===== config.mk =====
export PLATFORM = sky130hd
export DESIGN_NAME = sync_fifo_pro
export DESIGN_NICKNAME = d
export VERILOG_FILES = /design/src/rtl/fifo_pkg.sv /design/src/rtl/sync_fifo_mem.sv /design/src/rtl/sync_fifo_pro.sv
export SDC_FILE = /design/constraint.sdc
export NUM_CORES = 1
export LEC_CHECK = 0
export CAP_MARGIN = 20
export CORE_MARGIN = 1
export CORE_UTILIZATION = 30
export CTS_CLUSTER_SIZE = 12
export DETAILED_ROUTE_END_ITERATION = 8
export PLACE_DENSITY_LB_ADDON = 0.12
export RECOVER_POWER = 50
export SLEW_MARGIN = 20
export SYNTH_ARGS = -nofsm -noshare
export SYNTH_HDL_FRONTEND = slang
export SYNTH_SLANG_ARGS = --single-unit

===== constraint.sdc =====
create_clock -name clk -period 2.4 [get_ports clk]
set_input_delay 0.72 -clock clk [delete_from_list [all_inputs] [get_ports clk]]
set_output_delay 0.72 -clock clk [all_outputs]
set_load 0.02 [all_outputs]

===== src/rtl/fifo_pkg.sv =====
// Shared constants, prefetch state type and sizing helper for the single-clock FIFO family.
package fifo_pkg;

    localparam string SHOW_AHEAD_ON   = "ON";
    localparam string SHOW_AHEAD_OFF  = "OFF";
    localparam string MEM_BLOCK       = "BLOCK";
    localparam string MEM_DISTRIBUTED = "DISTRIBUTED";

    typedef enum logic [1:0] {
        PF_IDLE  = 2'd0,
        PF_FETCH = 2'd1,
        PF_VALID = 2'd2
    } pf_state_e;

    function automatic int clog2(input int n);
        int r;
        r = 0;
        for (int v = n - 1; v > 0; v = v >> 1) begin
            r++;
        end
        return r;
    endfunction

endpackage


===== src/rtl/sync_fifo_mem.sv =====
// Simple dual-port RAM with one write port and an enabled, registered read port.
// The read register doubles as the FIFO output register, so it is resettable.
module sync_fifo_mem import fifo_pkg::*; #(
    parameter int    WIDTH    = 8,
    parameter int    DEPTH    = 8,
    parameter string MEM_TYPE = MEM_BLOCK,
    parameter int    AW       = clog2(DEPTH)
) (
    input  logic             clk,
    input  logic             rst,
    input  logic             we,
    input  logic [AW-1:0]    waddr,
    input  logic [WIDTH-1:0] wdata,
    input  logic             re,
    input  logic [AW-1:0]    raddr,
    output logic [WIDTH-1:0] rdata
);

    logic [WIDTH-1:0] rdata_q;

    assign rdata = rdata_q;

    if (MEM_TYPE == MEM_DISTRIBUTED) begin : g_dist
        (* ram_style = "distributed" *) logic [WIDTH-1:0] mem [DEPTH];

        always_ff @(posedge clk) begin
            if (we) begin
                mem[waddr] <= wdata;
            end
            if (rst) begin
                rdata_q <= '0;
            end else if (re) begin
                rdata_q <= mem[raddr];
            end
        end
    end else begin : g_block
        (* ram_style = "block" *) logic [WIDTH-1:0] mem [DEPTH];

        always_ff @(posedge clk) begin
            if (we) begin
                mem[waddr] <= wdata;
            end
            if (rst) begin
                rdata_q <= '0;
            end else if (re) begin
                rdata_q <= mem[raddr];
            end
        end
    end

endmodule


===== src/rtl/sync_fifo_pro.sv =====
// Single-clock FIFO with exact depth, standard or show-ahead output,
// occupancy count, threshold flags and overflow/underflow pulses.
module sync_fifo_pro import fifo_pkg::*; #(
    parameter int    FIFO_WITH   = 8,
    parameter int    FIFO_DEPTH  = 8,
    parameter string SHOW_AHAEAD = SHOW_AHEAD_OFF,
    parameter string MEM_TYPE    = MEM_BLOCK,
    parameter int    AF_LEVEL    = FIFO_DEPTH - 1,
    parameter int    AE_LEVEL    = 1,
    localparam int   CNT_W       = clog2(FIFO_DEPTH + 1)
) (
    input  logic                 clk,
    input  logic                 rst,
    input  logic                 wr_en,
    input  logic [FIFO_WITH-1:0] wr_data,
    output logic                 fifo_full,
    output logic                 fifo_almost_full,
    output logic                 overflow,
    input  logic                 rd_en,
    output logic [FIFO_WITH-1:0] rd_data,
    output logic                 fifo_empty,
    output logic                 fifo_almost_empty,
    output logic                 underflow,
    output logic [CNT_W-1:0]     fifo_level
);

    localparam int               PTR_W    = clog2(FIFO_DEPTH);
    localparam bit               SA_ON    = (SHOW_AHAEAD == SHOW_AHEAD_ON);
    localparam logic [CNT_W-1:0] DEPTH_C  = CNT_W'(FIFO_DEPTH);
    localparam logic [CNT_W-1:0] AF_C     = CNT_W'(AF_LEVEL);
    localparam logic [CNT_W-1:0] AE_C     = CNT_W'(AE_LEVEL);
    localparam logic [PTR_W-1:0] LAST_PTR = PTR_W'(FIFO_DEPTH - 1);

    function automatic logic [PTR_W-1:0] ptr_inc(input logic [PTR_W-1:0] p);
        return (p == LAST_PTR) ? '0 : p + PTR_W'(1);
    endfunction

    logic [PTR_W-1:0] wr_ptr_q, wr_ptr_d, rd_ptr_q, rd_ptr_d;
    logic [CNT_W-1:0] level_q, level_d, mem_cnt, mem_cnt_d;
    pf_state_e        state_q, state_d;
    logic             full_q, full_d, af_q, af_d, empty_q, empty_d, ae_q, ae_d;
    logic             ovf_q, ovf_d, udf_q, udf_d;
    logic             wr_acc, rd_acc, ram_re;

    always_comb begin
        wr_acc = wr_en & ~full_q & ~rst;
        rd_acc = rd_en & ~empty_q & ~rst;
        // Words still in RAM: the level minus the one parked in the output register.
        mem_cnt = (SA_ON && state_q == PF_VALID) ? level_q - CNT_W'(1) : level_q;
        if (SA_ON) begin
            ram_re = ~rst & ((state_q == PF_FETCH) |
                             ((state_q == PF_VALID) & rd_acc & (mem_cnt != '0)));
        end else begin
            ram_re = rd_acc;
        end

        level_d = level_q;
        if (wr_acc && !rd_acc) begin
            level_d = level_q + CNT_W'(1);
        end else if (rd_acc && !wr_acc) begin
            level_d = level_q - CNT_W'(1);
        end

        wr_ptr_d  = wr_acc ? ptr_inc(wr_ptr_q) : wr_ptr_q;
        rd_ptr_d  = ram_re ? ptr_inc(rd_ptr_q) : rd_ptr_q;
        mem_cnt_d = mem_cnt + CNT_W'(wr_acc) - CNT_W'(ram_re);

        state_d = state_q;
        case (state_q)
            PF_IDLE:  if (mem_cnt_d != '0) state_d = PF_FETCH;
            PF_FETCH: state_d = PF_VALID;
            PF_VALID: begin
                // A word written in the pop cycle cannot be read back until the next cycle.
                if (rd_acc) begin
                    state_d = ram_re ? PF_VALID : ((mem_cnt_d != '0) ? PF_FETCH : PF_IDLE);
                end
            end
            default:  state_d = PF_IDLE;
        endcase
        if (!SA_ON) begin
            state_d = PF_IDLE;
        end

        empty_d = SA_ON ? (state_d != PF_VALID) : (level_d == '0);
        full_d  = (level_d == DEPTH_C);
        af_d    = (level_d >= AF_C);
        ae_d    = (level_d <= AE_C);
        ovf_d   = wr_en & full_q;
        udf_d   = rd_en & empty_q;
    end

    always_ff @(posedge clk) begin
        if (rst) begin
            wr_ptr_q <= '0;
            rd_ptr_q <= '0;
            level_q  <= '0;
            state_q  <= PF_IDLE;
            full_q   <= 1'b0;
            af_q     <= 1'b0;
            empty_q  <= 1'b1;
            ae_q     <= 1'b1;
            ovf_q    <= 1'b0;
            udf_q    <= 1'b0;
        end else begin
            wr_ptr_q <= wr_ptr_d;
            rd_ptr_q <= rd_ptr_d;
            level_q  <= level_d;
            state_q  <= state_d;
            full_q   <= full_d;
            af_q     <= af_d;
            empty_q  <= empty_d;
            ae_q     <= ae_d;
            ovf_q    <= ovf_d;
            udf_q    <= udf_d;
        end
    end

    sync_fifo_mem #(
        .WIDTH    (FIFO_WITH),
        .DEPTH    (FIFO_DEPTH),
        .MEM_TYPE (MEM_TYPE),
        .AW       (PTR_W)
    ) u_mem (
        .clk   (clk),
        .rst   (rst),
        .we    (wr_acc),
        .waddr (wr_ptr_q),
        .wdata (wr_data),
        .re    (ram_re),
        .raddr (rd_ptr_q),
        .rdata (rd_data)
    );

    assign fifo_full         = full_q;
    assign fifo_almost_full  = af_q;
    assign overflow          = ovf_q;
    assign fifo_empty        = empty_q;
    assign fifo_almost_empty = ae_q;
    assign underflow         = udf_q;
    assign fifo_level        = level_q;

endmodule


== Word level (Yosys, flattened, before mapping) ==
Memory sizes are Yosys's and may differ from the RTL's. A register that Yosys moved wholly into a read port is not among the register bits.
Cells that the tools add are included.

* Flip-flop bits (word level): 16
* RAM bits: 64
* Input port bits: 12
* Output and inout port bits: 18
* Word-level logic and storage cells: 39
* Memories kept: 1

{| class="wikitable"
|+ Memory list
! memory !! depth !! bits a word !! rd ports !! clocked after Yosys merged registers in !! write ports !! RTL line !! source
|-
| u_mem.g_block.mem || 8 || 8 || 1 || 1 || 1 || sync_fifo_mem.sv:37 || <nowiki>(* ram_style = "block" *) logic [WIDTH-1:0] mem [DEPTH];</nowiki>
|}

* Add/subtract/negate cells: 4
* Magnitude comparators: 2
* Equal/unequal tests: 3
* Multiplexer cells: 6
* Bitwise gates (word level): 9
* Reduce and logical (&&, ||, !) cells: 5

{| class="wikitable"
|+ Operator list
! operator !! number
|-
| two-way mux 4 bit || 2
|-
| adder 3 x 1 -> 3 bit, second input constant || 2
|-
| bitwise AND 1 bit || 6
|-
| equality test 3 bit, second input constant || 2
|-
| two-way mux 3 bit || 2
|-
| adder 4 x 1 -> 4 bit, second input constant || 1
|-
| equality test 4 bit, second input constant || 1
|-
| greater-or-equal comparator 4 x 3 -> 1 bit, second input constant || 1
|-
| <= comparator 4 x 1 -> 1 bit, second input constant || 1
|-
| logical NOT 4 bit || 1
|-
| subtractor 4 x 1 -> 4 bit, second input constant || 1
|-
| NOT 1 bit || 3
|-
| logical AND 1 bit || 2
|-
| logical NOT 1 bit || 2
|-
| two-way mux 1 bit || 2
|}

== Longest topological paths before layout ==
* Depth after elaboration: 8
* Depth in mapped cells: 7
* Gate-level depth less buffers: 6

== Hierarchy ==
A second synthesis with hierarchy kept.

* Cells, all modules: 239
* Area, all modules: 3,622.2 um2

{| class="wikitable"
|+ By module, submodules not included
! module !! times used !! cells an instance !! area an instance (um2) !! sequential area each (um2)
|-
| sync_fifo_mem || 1 || 162 || 2,812.7 || 2,082.0
|-
| sync_fifo_pro || 1 || 77 || 809.5 || 320.3
|}

== Least setup slack after synthesis ==
Ideal clock, no wire load.

* Path type: input-to-reg
* Start: input port rst
* End: memory u_mem.g_block.mem[0][0] (enable)
* Setup time: 0.395 ns
* Arrival: 2.066 ns
* Data required time: 2.005 ns
* Setup slack: -0.061 ns
* Cell stages on the path: 3
* Buffers on the path: 1
* Path through: or3b_4 -> buf_6 -> nor4_1

* Cells in the longest elaborated chain, start to end: 4

{| class="wikitable"
|+ Ends and longest elaborated chain
! element !! RTL line !! source
|-
| start, declared || sync_fifo_pro.sv:13 || <nowiki>input logic rst,</nowiki>
|-
| NOT 1 bit || sync_fifo_pro.sv:46 || <nowiki>wr_acc = wr_en & ~full_q & ~rst;</nowiki>
|-
| bitwise AND 1 bit || sync_fifo_pro.sv:46 ||
|-
| two-way mux 1 bit || sync_fifo_mem.sv:40 || <nowiki>if (we) begin</nowiki>
|-
| two-way mux 1 bit (not written as such) || sync_fifo_mem.sv:41 || <nowiki>mem[waddr] <= wdata;</nowiki>
|-
| end, declared || sync_fifo_mem.sv:37 ||
|}

Every way passes these cells.

== Final worst setup path ==
* Start: register level_q[0], in the netlist fifo_level[0]
* End: output port fifo_level[0]

{| class="wikitable"
|+ RTL lines
! element !! RTL line !! source
|-
| start, declared || sync_fifo_pro.sv:39 || <nowiki>logic [CNT_W-1:0] level_q, level_d, mem_cnt, mem_cnt_d;</nowiki>
|-
| start signal, assigned || sync_fifo_pro.sv:107 || <nowiki>level_q <= level_d;</nowiki>
|-
| end, declared || sync_fifo_pro.sv:24 || <nowiki>output logic [CNT_W-1:0] fifo_level</nowiki>
|}

No word-level cell between the ends.

==> flow_metrics.tcl <==
set metrics [dict create \
    holdCritPathClass "flop to flop" \
    die_area_mm2 0.0123 \
    holdCritStartpoint "u_mem.rdata[0]" \
    n_antenna_cell 0 \
    grt.overflow.total 0 \
    final_common_cell "edfxtp_1" \
    crit_buf_inv 1 \
    whs_ns 0.487 \
    via_count 1915 \
    tns_ns 0 \
    finClkSkew_ns 0.00539 \
    grt_pass1_wl_um 11000 \
    cp_max_fo 11 \
    cts_inserted_buffers 9 \
    internal_power_mw 2.98 \
    r2r_start "fifo_full" \
    cp_top_family "buffers and inverters" \
    path_class "flop to primary output" \
    syn_area_mm2 0.00357 \
    max_freq_ghz 0.445 \
    final_antenna_net_count 0 \
    whs_path_depth 2 \
    rsz0062_at_grt "false" \
    startpoint_type "flop" \
    drt_iter0_markers 97 \
    hold_viol_final 0 \
    critPathMaxStageDelay_ns 0.67 \
    worstRegToRegCells 5 \
    slowest_stage "clkdlybuf4s50_1" \
    cts_setup_buffers 0 \
    period_needed_ns 2.25 \
    leakagePower_nw 1.52 \
    tightest_slew_ns 0.640 \
    drv_slew 0 \
    pin_count 30 \
    grt_max_degree 20 \
    hpwl_um 4500 \
    reg2reg_slack_ns 0.69 \
    core_region_area_mm2 0.0115 \
    clkSlewWorstSetupHoldPaths_ns 0.06 \
    relSlewSlack 0.573 \
    p_seq_frac 0.444 \
    ys.flop_type "edfxtp_1" \
    setup-violations-final 0 \
    start_util 0.310 \
    yosysTopAreaCell "edfxtp_1" \
    layout-drive-gt1-share 0.268 \
    worstPathCellList "clkdlybuf4s50_1" \
    dr.pass1.iters 8 \
    synth_top_area_share 0.538 \
    numPlacedInstances 399 \
    fin_nets 285 \
    synth_edf_count 64 \
    vdd_drop_max_mv 0.585 \
    clock-sinks 88 \
    crit_path_end_kind "primary output" \
    grt_util_all_layers 0.125 \
    routed_wl_um 6870 \
    gp_congestion 0.676 \
    cts_tree "yes" \
    ys_types 41 \
    cts-root-buf "clkbuf_16" \
    worst_r2r_endpoint "fifo_almost_empty" \
    synth_seq_cells 88 \
    layout_common_cells "edfxtp_1, dfxtp_1, buf_4" \
    clockBufferDepth 2 \
    run_status "finished, violations left" \
    drc_errors 5 \
    fin_crit_sh 0.937 \
    cts_resized 0 \
    antenna_found_initial 0 \
    insertion_delay_ns 0.34 \
    final_cells 415 \
    areaGrowthSynthToFinish_pct 25.1 \
    grt_pass1_vias 1890 \
    rows 39 \
    die_y_um 111 \
    hold_buffers 0 \
    viasPerCell 4.61 \
    hold_end "u_mem.rdata[0]" \
    cts-htree-levels 3 \
    async_flop_share 0 \
    critical_path_arrival_ns 1.53 \
    syn-num-nets 232 \
    required_ns 1.68 \
    syn-instance-count 214 \
    power_switching_share 0.269 \
    switchingPower_mw 1.10 \
    dieWidth_um 111 \
    power_per_cell_area_mw_per_mm2 914 \
    p_clk_frac 0.341 \
    p_comb_frac 0.215 \
    port_buffers 29 \
    synth.avg_cell_area_um2 16.7 \
    failed_checks "DRC" \
    yosys-top-cells-area "edfxtp_1, dfxtp_1, mux4_2" \
    maxCapViolations 0 \
    ys_seq_area_frac 0.673 \
    wl_per_cell_um 16.6 \
    yosys_warnings 0 \
]
power by group through the flow:
| stage | logic, mW | clock network [mW] | registers (mW) |
|---|---|---|---|
| after floorplan | 0.475 | 0 | 1.94 |
| after global placement | 0.905 | 0 | 1.85 |
| after detailed placement | 0.900 | 0 | 1.85 |
| after CTS | 0.903 | 1.44 | 1.82 |
| after global routing | 0.957 | 1.49 | 1.83 |
| final | 0.877 | 1.39 | 1.81 |
worst max path at each step:
stage / cells after the start / end / start
after floorplan: 3 / u_mem.g_block.mem[2][0] / rst
after global placement: 8 / fifo_empty / rst
after detailed placement: 6 / fifo_almost_empty / wr_en
after CTS: 1 / fifo_level[0] / fifo_level[0]
after global routing: 1 / fifo_level[0] / fifo_level[0]
final: 1 / fifo_level[0] / fifo_level[0]
layout make-up:
| class | count | area (um^2) |
|---|---|---|
| Clock buffer | 10 | 229 |
| Clock inverter | 6 | 67.6 |
| Fill cell | 1076 | 7050 |
| Inverter | 2 | 7.51 |
| Multi-Input combinational cell | 113 | 1110 |
| Sequential cell | 88 | 2400 |
| Tap cell | 143 | 179 |
| Timing Repair Buffer | 53 | 468 |
registers in the layout, indices dropped and copies added (netlist names):
signal and cells:
underflow 1, fifo_level 4, u_mem.g_block.mem 64, u_mem.rdata 8
overflow 1, rd_ptr_q 3, fifo_almost_full 1, fifo_empty 1
fifo_almost_empty 1, wr_ptr_q 3, fifo_full 1
synthesized netlist by cell type (2+ instances only):
master	instances
nand3_1	2
ha_1	6
mux2i_1	8
clkbuf_1	6
mux4_2	16
nand3b_1	12
nand2b_1	3
a21oi_1	4
nor3_1	9
nor3b_4	2
o21ai_0	10
mux2i_2	2
buf_2	2
or3b_4	2
edfxtp_1	64
dfxtp_1	24
inv_1	2
nor2_1	6
and3b_1	2
nand2_1	11
stage by stage:
stage               total power [mW]  setup slack (ns)  cell area (um^2)   util
floorplan                       2.41             0.139              3580      -
global placement                2.76            -0.157              4170  0.362
detailed placement              2.75            -0.178              4170  0.362
CTS                             4.16             0.121              4470  0.388
global route                    4.28            0.0627              4460  0.388
finish                          4.08             0.152              4460  0.388
cells by family (layout without fill, tap and decap cells):
family                     Yosys count  count (layout)  share of synthesized area
AOI/OAI and AO/OA                   21              21                     0.0410
muxes                               26              26                      0.131
adders and majority gates            6               6                     0.0210
xor gates and xnor gates             2               2                    0.00701
and+or+nand+nor                     58              58                      0.109
buffers and inverters               13              71                     0.0175
DFF                                 88              88                      0.673
routing by layer:
| metal | vias up | GRT usage | wire length, um |
|---|---|---|---|
| met5 | - | 0 | 0 |
| met4 | 0 | 0.0514 | 102 |
| met3 | 9 | 0.0459 | 326 |
| met2 | 36 | 0.183 | 3130 |
| met1 | 932 | 0.166 | 3320 |
| li1 | 938 | - | - |
worst reg2reg max path, cell delays in order, from the launching register on:
cell,delay (ns)
dfxtp_1,0.36
or3b_4,0.48
nor2_2,0.17
a22o_4,0.16
mux2i_2,0.31
nor3_1,0.10
(Power assumes the default switching activity.)
